[src/rtl/instr_fetch_stage.sv]
// ============================================================================
// instr_fetch_stage
//
// Fetch stage that sits between the program counter and decode.
//
// For each PC value the stage:
//   - issues exactly one instruction-memory read;
//   - captures the returned word in a valid/ready register for decode;
//   - pulses pc_en for one cycle, but only after decode has taken the word.
//
// A flush squashes any fetch that is in flight or being held, so that a branch
// redirect never produces a stale instruction. Only one memory request is
// ever outstanding. With a zero-wait memory each instruction takes at least
// five cycles, one in each of IDLE, REQ, WAIT, HOLD and ADV.
//
// Ports
//   clk          in   1        clock, all state updates on posedge
//   rst          in   1        synchronous active-high reset
//   pc_in        in   PC_W     current PC from the program counter
//   pc_en        out  1        one-cycle pulse, the PC may advance
//   flush        in   1        squash the current fetch (branch redirect)
//   imem_req     out  1        read request to instruction memory
//   imem_addr    out  PC_W     read address, stable while imem_req is high
//   imem_ready   in   1        memory accepts the request this cycle
//   imem_rvalid  in   1        read data valid this cycle
//   imem_rdata   in   INSTR_W  read data
//   id_valid     out  1        id_instr/id_pc valid for decode
//   id_ready     in   1        decode accepts id_instr this cycle
//   id_instr     out  INSTR_W  fetched instruction
//   id_pc        out  PC_W     PC of id_instr
// ============================================================================
module instr_fetch_stage #(
    parameter int PC_W    = 9,
    parameter int INSTR_W = 32
) (
    input  logic               clk,
    input  logic               rst,
    input  logic [PC_W-1:0]    pc_in,
    output logic               pc_en,
    input  logic               flush,
    output logic               imem_req,
    output logic [PC_W-1:0]    imem_addr,
    input  logic               imem_ready,
    input  logic               imem_rvalid,
    input  logic [INSTR_W-1:0] imem_rdata,
    output logic               id_valid,
    input  logic               id_ready,
    output logic [INSTR_W-1:0] id_instr,
    output logic [PC_W-1:0]    id_pc
);

    // The state encoding is kept as plain constants so that it matches the
    // older tooling that still reads this block.
    localparam logic [2:0] S_IDLE  = 3'd0;
    localparam logic [2:0] S_REQ   = 3'd1;
    localparam logic [2:0] S_WAIT  = 3'd2;
    localparam logic [2:0] S_HOLD  = 3'd3;
    localparam logic [2:0] S_ADV   = 3'd4;
    localparam logic [2:0] S_DRAIN = 3'd5;

    logic [2:0]         state_q,     state_d;
    logic               pc_en_q,     pc_en_d;
    logic               imem_req_q,  imem_req_d;
    logic [PC_W-1:0]    imem_addr_q, imem_addr_d;
    logic               id_valid_q,  id_valid_d;
    logic [INSTR_W-1:0] id_instr_q,  id_instr_d;
    logic [PC_W-1:0]    id_pc_q,     id_pc_d;

    // Next-state and next-output logic.
    //
    // Every output is computed one cycle ahead, so each flop already holds the
    // value that belongs to the state being entered. pc_en_q is high only
    // while in ADV, and because ADV always exits after one cycle, pc_en_d
    // defaults to zero.
    //
    // flush is checked ahead of every normal transition. A request that
    // memory has already accepted still owes one response, so it must be
    // drained rather than abandoned. That is the reason for the REQ-with-ready
    // and WAIT-without-rvalid paths into DRAIN.
    always_comb begin
        state_d     = state_q;
        pc_en_d     = 1'b0;
        imem_req_d  = imem_req_q;
        imem_addr_d = imem_addr_q;
        id_valid_d  = id_valid_q;
        id_instr_d  = id_instr_q;
        id_pc_d     = id_pc_q;

        case (state_q)
            S_IDLE: begin
                // Sample the PC here. It has already moved past the word
                // that was accepted, because ADV has just finished.
                if (!flush) begin
                    state_d     = S_REQ;
                    imem_req_d  = 1'b1;
                    imem_addr_d = pc_in;
                end
            end

            S_REQ: begin
                if (flush) begin
                    imem_req_d = 1'b0;
                    state_d    = imem_ready ? S_DRAIN : S_IDLE;
                end else if (imem_ready) begin
                    imem_req_d = 1'b0;
                    state_d    = S_WAIT;
                end
            end

            S_WAIT: begin
                if (imem_rvalid) begin
                    if (flush) begin
                        // The response has arrived but belongs to the
                        // squashed fetch, so it is dropped.
                        state_d = S_IDLE;
                    end else begin
                        id_instr_d = imem_rdata;
                        id_pc_d    = imem_addr_q;
                        id_valid_d = 1'b1;
                        state_d    = S_HOLD;
                    end
                end else if (flush) begin
                    state_d = S_DRAIN;
                end
            end

            S_HOLD: begin
                if (flush) begin
                    id_valid_d = 1'b0;
                    state_d    = S_IDLE;
                end else if (id_ready) begin
                    id_valid_d = 1'b0;
                    pc_en_d    = 1'b1;
                    state_d    = S_ADV;
                end
            end

            S_ADV: begin
                state_d = S_IDLE;
            end

            S_DRAIN: begin
                if (imem_rvalid) begin
                    state_d = S_IDLE;
                end
            end

            default: begin
                state_d    = S_IDLE;
                imem_req_d = 1'b0;
                id_valid_d = 1'b0;
            end
        endcase
    end

    // State and output registers with synchronous reset.
    always_ff @(posedge clk) begin
        if (rst) begin
            state_q     <= S_IDLE;
            pc_en_q     <= 1'b0;
            imem_req_q  <= 1'b0;
            imem_addr_q <= '0;
            id_valid_q  <= 1'b0;
            id_instr_q  <= '0;
            id_pc_q     <= '0;
        end else begin
            state_q     <= state_d;
            pc_en_q     <= pc_en_d;
            imem_req_q  <= imem_req_d;
            imem_addr_q <= imem_addr_d;
            id_valid_q  <= id_valid_d;
            id_instr_q  <= id_instr_d;
            id_pc_q     <= id_pc_d;
        end
    end

    // pc_en is the only output that has a combinational term.
    //
    // A flush that lands in the ADV cycle must stop the PC from advancing in
    // that same cycle, because the redirect replaces the PC upstream. The
    // registered pulse is therefore gated by flush.
    assign pc_en     = pc_en_q & ~flush;
    assign imem_req  = imem_req_q;
    assign imem_addr = imem_addr_q;
    assign id_valid  = id_valid_q;
    assign id_instr  = id_instr_q;
    assign id_pc     = id_pc_q;

endmodule

[config.mk]
export PLATFORM = sky130hd
export DESIGN_NAME = instr_fetch_stage
export DESIGN_NICKNAME = d
export VERILOG_FILES = /design/src/rtl/instr_fetch_stage.sv
export SDC_FILE = /design/constraint.sdc
export NUM_CORES = 1
export LEC_CHECK = 0
export ABC_AREA = 0
export BUFFER_PORTS_ARGS = -buffer_cell sky130_fd_sc_hd__buf_4
export CORE_ASPECT_RATIO = 0.8
export CORE_UTILIZATION = 40
export CTS_CLUSTER_DIAMETER = 200
export DETAILED_ROUTE_END_ITERATION = 8
export MAX_ROUTING_LAYER = met4
export PLACE_DENSITY_LB_ADDON = 0.3
export SLEW_MARGIN = 15
export SYNTH_ARGS = -nofsm -noshare
export SYNTH_HDL_FRONTEND = slang
export SYNTH_SLANG_ARGS = --single-unit
export TNS_END_PERCENT = 30
[constraint.sdc]
create_clock -name clk -period 1.6 [get_ports clk]
set_clock_uncertainty 0.15 [all_clocks]
set_input_delay 0.24 -clock clk [delete_from_list [all_inputs] [get_ports clk]]
set_output_delay 0.24 -clock clk [all_outputs]
set_load 0.005 [all_outputs]
; ---- Word level (Yosys, flattened, before mapping)
; Index checks and enable logic that the tools add are counted.
[totals]
latchBits = 0
wordCells = 53
reg_bits = 56
ram_bits = 0
memories = 0
rom_bits = 0
in_bits = 47
[classes]
bitwise = 5
order_cmp = 0
n_mul = 0
eq_ne = 12
div = 0
muxes = 20
reduce_logical = 9
n_shift = 0
add_sub_neg = 0
[ops]
columns = op, count
row1 = $mux 3, 9
row2 = $pmux 3 s5, 1
row3 = $ne 3x3->1 const B, 3
row4 = $ne 2x2->1 const B, 4
row5 = $reduce_or 4->1, 2
row6 = $mux 1, 7
row7 = $eq 3x2->1 const B, 2
row8 = $eq 3x3->1 const B, 2
row9 = $pmux 1 s3, 2
row10 = $reduce_and 3->1, 2
row11 = $reduce_and 5->1, 1
row12 = $not 1->1, 4
row13 = $reduce_and 4->1, 1
row14 = $eq 3x1->1 const B, 1
row15 = $logic_not 3->1, 1
row16 = $reduce_or 3->1, 1
row17 = $mux 2, 1
row18 = $reduce_and 2->1, 1
row19 = $and 1x1->1, 1

; ---- Depth between registers and ports, before layout
; Gate-level depths: netlist of run 1.
[logic_depth]
depth_word = 4
ltp_mapped = 6
mapped_depth_nobuf = 3

; ---- Least setup slack after synthesis of run 1
; OpenSTA, ideal clock, no wires.
[synth_path]
kind = register to register
startpoint = register state_q[0]
endpoint = register state_q[1]
slack_ps = -71
arrival_time_ps = 1401
n_path_buf = 1
setup_time_ps = 120
path_stages_with_launch = 5
cell_sequence = dfxtp_1 -> buf_6 -> or4b_4 -> a31o_1 -> a211o_1
[synth_between]
elab_chain_cells = 3
[synth_lines]
columns = element, line_no
row1 = start: declaration, 61  ; logic [2:0] state_q, state_d;
row2 = start signal: assignment, 167  ; state_q <= state_d;
row3 = "$eq 3x2->1, or another cell as far along", 89  ; case (state_q)
row4 = $ne 3x3->1 (no source line) / $ne 2x2->1 (equally long branches), --
row5 = $reduce_and 5->1 (no source line), --
; Parallel ways exist; a longest one is shown, timed or not.
; A chain may end at the register's enable or synchronous reset.

; ---- Worst setup path in the final report of run 1
; Ends and elaborated chain as after synthesis.

==> flow_summary_export.csv, run 1 <==
group,metric,value,unit
sta,slew_headroom,72.6,%
hold_path,holdPathStages,3,
cells_and_area,area_growth,51.5,%
global_route,grt_pass1_wl,10700,µm
global_route,antenna_found_initial,0,
floorplan,row_count,24,
worst_setup_path,cp-start-kind,"flop",
sta,worstMarginPinSlew,0.405,ns
global_route,grt.total_usage,22.4,%
placement,post_dp_cell_area,0.00330,mm²
power_and_ir_drop,leakagePower,1.43,nW
routing,wl_per_cell,14.5,µm
sta,rsz0062_at_grt,"true",
worst_setup_path,critPathCaptureType,"flop",
cells_and_area,finalInstanceArea,0.00351,mm²
placement,port_buffers,99,
cts,cts_inserted_buffers,5,
worst_setup_path,crit_family,"simple AND/OR/NAND/NOR gates",
floorplan,die_y,70.1,µm
cells_and_area,drive_gt1_share,39.6,%
worst_setup_path,arrival,1.65,ns
power_and_ir_drop,ir_drop,0.454,mV
global_route,grt_max_degree,42,
global_route,overflow,0,
sta,period_share,100,%
run,cap_viol_max_count,0,
sta,hold_violations,0,
outcome,outcome,"finished, violations left",
yosys,syn_inst,284,
yosys,yosys-top-cells-area,"dfxtp_1 (48%), a21oi_1 (11%), o21ai_0 (9.5%)",
yosys,synth_area,0.00232,mm²
sta,fmax,0.624,GHz
routing,wl_met1,3110,µm
placement,gp_congestion,0.869,
cts,clkTransAtPathRegs,0.09,ns
routing,post-route-drc-count,0,
floorplan,die_area,0.00611,mm²
routing,wl_met2,3160,µm
yosys,avgSynthCellArea,8.16,µm²
yosys,synth_flop_cell,"dfxtp_1",
yosys,yosys.area.top_type,"dfxtp_1",
worst_setup_path,critical_path_cell_count,3,
cts,clockBufferDepth,2,
worst_setup_path,reg2reg_depth,3,
cts,tritoncts,"yes",
routing,wl,6730,µm
routing,route.met3.wl,442,µm
worst_setup_path,cp_max_fo,7,
sta,min_period,1.60,ns
floorplan,ios,100,
worst_setup_path,max_stage_delay,0.52,ns
routing,ant_nets,0,
cells_and_area,antennaDiodeCount,0,
sta,setup_violations,1,
yosys,synthArstFlopShare,0,%
routing,drt_first_pass_iters,4,
yosys,synth_edf_count,0,
routing,dr_total_vias,2481,
routing,top_layer,"met4",
floorplan,start_util,42.0,%
hold_path,min_path_type,"in2reg",
yosys,synth_cell_type_count,38,
worst_setup_path,crit_slowest_cell,"or4b_4",
cts,htreeDepth,2,
worst_setup_path,cp.required,1.64,ns
cts,insertion_delay,0.30,ns
placement,place_hpwl,4580,µm
yosys,synth_fp_nets,331,
cts,hold_buffers,0,
cells_and_area,nNetsFinal,434,
routing,viasPerCell,5.35,
cts,cts-root-buf,"clkbuf_8",
sta,drv_slew,0,
outcome,violations,"negative setup slack",
worst_setup_path,worstSetupPathType,"reg2reg",
yosys,ys_ff_latch,56,
sta,fin_ws,-0.00307,ns
power_and_ir_drop,power_density,838,mW/mm²
placement,post-place-ws,-0.0614,ns
sta,hold_slack,0.0360,ns
yosys,seq_area_frac_synth,48.4,%
floorplan,coreArea,0.00553,mm²
global_route,grt_pass1_vias,2322,
worst_setup_path,crit_buf_inv,0,
sta,tns,-0.00307,ns
yosys,yosysWarnings,0,
yosys,synth_top_area_share,48.4,%
cts,clkSinkCount,56,
worst_setup_path,path_cells,"or4b_4 > a31o_1 > a211o_1",
floorplan,die_x,87.1,µm
routing,drtIter0Drc,171,
[worst paths after layout]
path	startpoint	end	slack (ns)
min reg2reg	id_instr[22]$_SDFFE_PP0P_	id_instr[22]$_SDFFE_PP0P_	0.32
min	pc_in[8]	imem_addr[8]$_SDFFE_PP0P_	0.04
max	state_q[0]$_SDFFE_PP0P_	state_q[1]$_SDFFE_PP0P_	-0.003
max reg2reg	state_q[0]$_SDFFE_PP0P_	state_q[1]$_SDFFE_PP0P_	-0.003
[area by class of cell]
class | count | area, µm²
repair buffers | 129 | 1080
multi-input cells | 193 | 1100
clock buffers | 5 | 68.8
well taps | 78 | 97.6
inverters | 2 | 7.51
fillers | 499 | 2010
clock inverters | 1 | 30.0
flip-flops and latches | 56 | 1130
[cell usage in the layout (no fill, tap or decap), types with 2 or more instances in the layout]
cell type / count
clkbuf_8: 5
a211oi_1: 2
nand3_1: 42
buf_4: 119
a21oi_1: 51
nor4b_1: 2
o21ai_0: 6
buf_12: 7
nor2_1: 2
a21o_1: 2
nand3b_1: 2
o21ai_2: 6
nand2_1: 14
a311oi_1: 2
inv_1: 2
dfxtp_1: 54
buf_6: 2
o21ai_1: 40
[through the flow]
stage	util, %	power, mW	cells
after floorplan	-	1.75	284
after global placement	59.8	2.03	456
after detailed placement	59.8	2.03	456
after CTS	61.7	2.90	462
after global routing	63.6	3.09	464
final	63.6	2.94	464
[worst register-to-register path, stage by stage (launching register included)]
cell and delay (ns):
dfxtp_4 0.37, or4b_4 0.52, a31o_1 0.21, a211o_1 0.25
[registers in the layout, summed over array words and instances, names as in the netlist]
register,flops
id_pc,9
id_instr,32
state_q,3
imem_addr,9
id_valid,1
pc_en_q,1
imem_req,1
[cells by family after synthesis]
family                 after synthesis  share of synthesized area, %
buffers and inverters               35                          6.21
DFF                                 56                          48.4
and+or+nand+nor                     78                          19.1
AOI/OAI and AO/OA                  115                          26.4
[routing by layer]
layer | GRT usage [%] | vias up
li1 | - | 1229
met1 | 29.0 | 1178
met2 | 36.0 | 72
met3 | 5.44 | 2
met4 | 3.83 | 0
met5 | - | -
[cell usage after synthesis, types with 2 or more instances]
cell type	count
inv_1	2
clkbuf_1	26
dfxtp_1	56
nand3b_1	2
buf_2	3
o21ai_0	44
nor2_1	2
buf_1	2
a211oi_1	2
a21o_1	2
a21oi_1	52
nor4b_1	3
nand3_1	42
a311oi_1	2
nand2_1	14
o21ai_1	8
[timing repair]
item                                    in CTS  in global routing
cloned                                       0                  2
hold endpoints to repair                     0                  0
endpoints found under the setup margin      31                 53
resized for setup                            5                 53
setup buffers                                0                  0
pin swaps                                    0                  3
[report_power, final]
part           total, mW  switching, mW  internal [mW]
combinational      0.613          0.309          0.304
clock              0.861          0.411          0.450
sequential          1.47         0.0352           1.43
Note: power is estimated with default switching activity, not from simulation.
==> run 2: changes to the inputs <==
- clock period: 1.6 -> 1.53 ns (I/O delays scaled with it)
==> run 2 against run 1 <==
Compared with the run above: the run still ends with negative setup slack left; combinational power grew 10%; worst hold slack lost 0.024 ns; fmax shrank 0.69%; global-route usage grew 0.90 points; critical path depth is the same; non-clock buffer count shrank 3; clock power shrank 2.6%; total power grew 3.8%; final area grew 1.7%; sequential share of layout area shrank 0.51 points; utilization grew 1.1 points; count of clock-buffer cells in the layout grew 2; critical endpoint unchanged.
==> flow_summary_export.csv, run 2 (synthesized netlist as in run 1, its figures left out) <==
group,metric,value,unit
outcome,outcome,"finished, violations left",
outcome,violations,"negative setup slack",
power_and_ir_drop,leakagePower,1.42,nW
global_route,overflow,0,
worst_setup_path,crit_slowest_cell,"or4b_4",
power_and_ir_drop,internal-power,2.20,mW
placement,place_hpwl,4500,µm
power_and_ir_drop,switching_share,27.9,%
worst_setup_path,cp_max_fo,7,
worst_setup_path,worstSetupPathType,"reg2reg",
hold_path,min_path_type,"in2reg",
cts,cts-root-buf,"clkbuf_8",
floorplan,row_count,24,
sta,fin_ws,-0.0843,ns
floorplan,coreArea,0.00553,mm²
placement,post_dp_cell_area,0.00324,mm²
cells_and_area,finalInstanceArea,0.00357,mm²
power_and_ir_drop,pwr-share-comb,22.1,%
power_and_ir_drop,ir_drop,0.533,mV
worst_setup_path,arrival,1.67,ns
sta,hold_slack,0.0118,ns
routing,post-route-drc-count,0,
routing,ant_nets,0,
cells_and_area,layout_commonest_cell,"buf_4",
sta,fmax,0.619,GHz
sta,drv_slew,0,
cts,clkSinkCount,56,
cells_and_area,nNetsFinal,431,
worst_setup_path,critPathCaptureType,"flop",
floorplan,ios,100,
sta,period_share,106,%
sta,rsz0062_at_grt,"true",
placement,port_buffers,99,
sta,worstMarginPinSlew,0.417,ns
cells_and_area,layout_common_cells,"buf_4 (116), dfxtp_1 (53), a21oi_1 (49), nand3_1 (42), o21ai_1 (26)",
routing,wl_per_cell,14.9,µm
cts,clkTransAtPathRegs,0.10,ns
worst_setup_path,cp-start-kind,"flop",
routing,drt_first_pass_iters,4,
floorplan,die_x,87.1,µm
run,cap_viol_max_count,0,
power_and_ir_drop,power_density,855,mW/mm²
global_route,antenna_found_initial,0,
worst_setup_path,cp.required,1.58,ns
floorplan,start_util,42.0,%
cts,clockBufferDepth,2,
global_route,grt_pass1_wl,10800,µm
power_and_ir_drop,power_switching,0.853,mW
sta,hold_violations,0,
power_and_ir_drop,p_seq_share,50.4,%
global_route,grt.total_usage,23.3,%
routing,drtIter0Drc,100,
worst_setup_path,path_cells,"or4b_4 > a31o_1 > a211o_1",
placement,post-place-ws,-0.154,ns
global_route,grt_pass1_vias,2353,
cts,insertion_delay,0.30,ns
cells_and_area,area_growth,54.2,%
cells_and_area,largest_reg_flops,32,
routing,wl,6900,µm
worst_setup_path,max_stage_delay,0.53,ns
sta,setup_violations,52,
routing,viasPerCell,5.43,
floorplan,die_area,0.00611,mm²
cts,htreeDepth,2,
placement,gp_congestion,0.882,
cells_and_area,antennaDiodeCount,0,
cells_and_area,fillers,514,
sta,slew_headroom,72.0,%
routing,dr_total_vias,2512,
floorplan,die_y,70.1,µm
global_route,grt_max_degree,42,
cells_and_area,drive_gt1_share,44.7,%
power_and_ir_drop,pwr-share-clk,27.4,%
cts,tritoncts,"yes",
sta,min_period,1.61,ns
cts,cts_inserted_buffers,5,
[run 2: cell types whose count changed in the layout (fill, tap and decap cells not counted), moves of 2 or more]
cell	previous run	this run
buf_4	119	116
buf_12	7	5
o21ai_2	6	23
o21ai_0	6	1
o21ai_4	0	2
a21oi_2	1	3
o21ai_1	40	26
a21oi_1	51	49
[run 2: metal layers]
| metal | track usage (%) | vias to the layer above | wire [µm] |
|---|---|---|---|
| li1 | - | 1232 | - |
| met1 | 29.3 | 1176 | 3200 |
| met2 | 36.9 | 93 | 3150 |
| met3 | 6.03 | 11 | 453 |
| met4 | 6.56 | 0 | 90 |
| met5 | - | - | 0 |
[run 2: area by class of cell]
cell class,instances,area [µm²],share of cell area [%]
multi-input combinational,193,1190,33.4
sequential,56,1130,31.5
timing repair buffer,126,1050,29.5
tap,78,97.6,2.73
clock buffer,7,86.3,2.42
clock inverter,1,7.51,0.210
inverter,2,7.51,0.210
[run 2: power groups by stage]
stage	registers [mW]	logic, mW	clock network (mW)
3_5_place_dp	1.57	0.550	0
6_report	1.54	0.676	0.839
2_1_floorplan	1.56	0.275	0
3_3_place_gp	1.57	0.543	0
5_1_grt	1.55	0.728	0.909
4_1_cts	1.54	0.585	0.860
[run 2: path summary, 6_finish.rpt]
| path | startpoint | cells past startpoint | slack, ns | endpoint |
|---|---|---|---|---|
| max | state_q[0]$_SDFFE_PP0P_ | 3 | -0.08 | state_q[1]$_SDFFE_PP0P_ |
| min | pc_in[5] | 3 | 0.01 | imem_addr[5]$_SDFFE_PP0P_ |
| max reg2reg | state_q[0]$_SDFFE_PP0P_ | 3 | -0.08 | state_q[1]$_SDFFE_PP0P_ |
| min reg2reg | id_instr[20]$_SDFFE_PP0P_ | 2 | 0.31 | id_instr[20]$_SDFFE_PP0P_ |
[run 2: worst max-delay path: cells and delay by family (launching register included)]
family / cells / cell delay, ns
compound gates: 2 / 0.45
flops: 1 / 0.38
simple gates: 1 / 0.53
[run 2: per-stage QoR]
step	TNS (ns)	utilization [%]	instances	power (mW)
after floorplan	-0.347	-	284	1.83
after global placement	-4.20	58.6	451	2.11
after detailed placement	-5.26	58.6	451	2.12
after CTS	-1.90	61.3	461	2.98
after global routing	-4.72	64.7	463	3.18
final	-1.90	64.7	463	3.06
[run 2: what timing repair did]
action                                  in CTS  in global routing
endpoints found under the setup margin      54                 55
hold buffers                                 1                  0
buffers inserted                             1                  0
pin swaps                                    1                  8
endpoints found under the hold margin        2                  0
cloned                                       0                  2
resized for setup                           34                 54
==> run 3: changes to the inputs <==
- clock period: 1.53 -> 1.5 ns (I/O delays scaled with it)
==> run 3 against run 2 <==
Compared with the run above: the run still ends with negative setup slack left; sequential cell count unchanged; final area is 2.1% lower; highest routed layer unchanged; largest power group unchanged; wire length is 0.81% lower; worst hold slack better by 0.0031 ns; critical path type unchanged; clock power up 2.6%; utilization down 1.4 points; register-to-register slack got worse by 0.05 ns.
==> flow_summary_export.csv, run 3 (synthesized netlist as in run 1, its figures left out) <==
group,metric,value,unit
routing,wl,6840,µm
outcome,violations,"negative setup slack",
routing,post-route-drc-count,0,
global_route,grt_pass1_wl,10600,µm
global_route,grt_max_degree,36,
worst_setup_path,cp_max_fo,7,
sta,min_period,1.64,ns
cells_and_area,fillers,518,
sta,fmax,0.611,GHz
cts,clockBufferDepth,2,
routing,viasPerCell,5.27,
cts,cts-root-buf,"clkbuf_8",
global_route,grt_pass1_vias,2380,
sta,worstMarginPinSlew,0.323,ns
floorplan,ios,100,
worst_setup_path,path_cells,"or4b_4 > a31o_1 > a211o_1",
worst_setup_path,critPathCaptureType,"flop",
power_and_ir_drop,leakagePower,1.42,nW
cts,htreeDepth,2,
cells_and_area,antennaDiodeCount,0,
worst_setup_path,max_stage_delay,0.53,ns
sta,period_share,109,%
worst_setup_path,reg2reg_depth,3,
sta,setup_violations,2,
floorplan,coreArea,0.00553,mm²
placement,port_buffers,99,
placement,post-place-ws,-0.157,ns
floorplan,die_x,87.1,µm
worst_setup_path,cp-start-kind,"flop",
floorplan,row_count,24,
hold_path,holdPathStages,3,
hold_path,min_path_type,"in2reg",
routing,dr_total_vias,2466,
cells_and_area,finalInstanceArea,0.00350,mm²
cells_and_area,largest_reg_flops,32,
worst_setup_path,crit_family,"simple AND/OR/NAND/NOR gates",
power_and_ir_drop,finalPower,3.09,mW
floorplan,die_area,0.00611,mm²
sta,fin_ws,-0.137,ns
global_route,overflow,0,
routing,wl_per_cell,14.6,µm
worst_setup_path,critical_path_cell_count,3,
sta,slew_headroom,78.1,%
cells_and_area,layout_commonest_cell,"buf_4",
worst_setup_path,crit_slowest_cell,"or4b_4",
global_route,antenna_found_initial,0,
power_and_ir_drop,power_density,884,mW/mm²
floorplan,start_util,42.0,%
cts,clkTransAtPathRegs,0.10,ns
cells_and_area,nNetsFinal,436,
power_and_ir_drop,ir_drop,0.441,mV
worst_setup_path,crit_buf_inv,0,
cells_and_area,layout_common_cells,"buf_4 (119), dfxtp_1 (53), a21oi_1 (46), nand3_1 (42), o21ai_1 (32)",
global_route,grt.total_usage,22.3,%
outcome,outcome,"finished, violations left",
routing,ant_nets,0,
worst_setup_path,arrival,1.68,ns
cells_and_area,drive_gt1_share,41.0,%
placement,place_hpwl,4520,µm
floorplan,die_y,70.1,µm
sta,rsz0062_at_grt,"true",
placement,post_dp_cell_area,0.00324,mm²
worst_setup_path,worstSetupPathType,"reg2reg",
cts,hold_buffers,0,
routing,drtIter0Drc,129,
placement,gp_congestion,0.813,
cts,insertion_delay,0.30,ns
routing,drt_first_pass_iters,4,
run,cap_viol_max_count,0,
sta,drv_slew,0,
cts,cts_inserted_buffers,5,
sta,hold_violations,0,
cells_and_area,area_growth,50.9,%
cts,tritoncts,"yes",
worst_setup_path,cp.required,1.55,ns
cts,clkSinkCount,56,
run 3: changes by cell type in the layout (fill, tap and decap cells not counted), moves of 2 or more:
| cell | previous run | this run |
|---|---|---|
| a21oi_1 | 49 | 46 |
| a21oi_2 | 3 | 6 |
| buf_12 | 5 | 1 |
| buf_4 | 116 | 119 |
| buf_6 | 2 | 10 |
| o21ai_0 | 1 | 19 |
| o21ai_1 | 26 | 32 |
| o21ai_2 | 23 | 1 |
| o21ai_4 | 2 | 0 |
run 3: final timing paths:
check                                              start                   endpoint  slack (ns)
worst max-delay path             state_q[0]$_SDFFE_PP0P_    state_q[1]$_SDFFE_PP0P_       -0.14
worst min-delay path                      imem_rdata[21]  id_instr[21]$_SDFFE_PP0P_        0.01
worst max register to register   state_q[0]$_SDFFE_PP0P_    state_q[1]$_SDFFE_PP0P_       -0.14
worst min register to register  id_instr[8]$_SDFFE_PP0P_   id_instr[8]$_SDFFE_PP0P_        0.33
run 3: layer usage:
| metal | wire length, µm | vias to the layer above | GRT usage, % |
|---|---|---|---|
| met3 | 370 | 2 | 4.49 |
| met1 | 3190 | 1163 | 28.9 |
| met5 | 0 | - | - |
| met4 | 22 | 0 | 5.10 |
| li1 | - | 1228 | - |
| met2 | 3260 | 73 | 35.9 |
run 3: final cells by class:
| class | instances | area [µm²] | share of cell area, % |
|---|---|---|---|
| clock buffer | 6 | 82.6 | 2.36 |
| clock inverter | 2 | 13.8 | 0.393 |
| inverter | 2 | 7.51 | 0.215 |
| multi-input combinational | 193 | 1120 | 32.0 |
| sequential | 56 | 1130 | 32.2 |
| tap | 78 | 97.6 | 2.79 |
| timing repair buffer | 131 | 1050 | 30.0 |
run 3: report_power, final:
part           leakage [nW]  switching [mW]  total (mW)  internal (mW)
Sequential            0.454          0.0351        1.56           1.53
Clock                0.0516           0.483       0.861          0.379
Combinational         0.916           0.335       0.666          0.331
Total                  1.42           0.853        3.09           2.24
run 3: through the flow:
stage | cells | hold slack [ns] | setup TNS, ns | utilization [%]
2_1_floorplan | 284 | 0.204 | -1.68 | -
3_3_place_gp | 455 | 0.311 | -4.97 | 58.7
3_5_place_dp | 455 | 0.318 | -5.57 | 58.7
4_1_cts | 464 | 0.00381 | -1.75 | 61.1
5_1_grt | 468 | 0.00742 | -0.833 | 63.3
6_report | 468 | 0.0149 | -0.235 | 63.3
run 3: repair_timing:
action	4_1_cts	5_1_grt
pin swaps	2	2
setup buffers	1	2
hold endpoints to repair	0	0
gates cloned	0	2
endpoints found under the setup margin	54	54
gates resized for setup	7	40
run 3: tightest hold or removal path: cells and delay by family:
family | cells | cell delay [ns]
buffers and inverters | 1 | 0.11
AND/OR/NAND/NOR | 1 | 0.05
AO/OA/AOI/OAI | 1 | 0.05
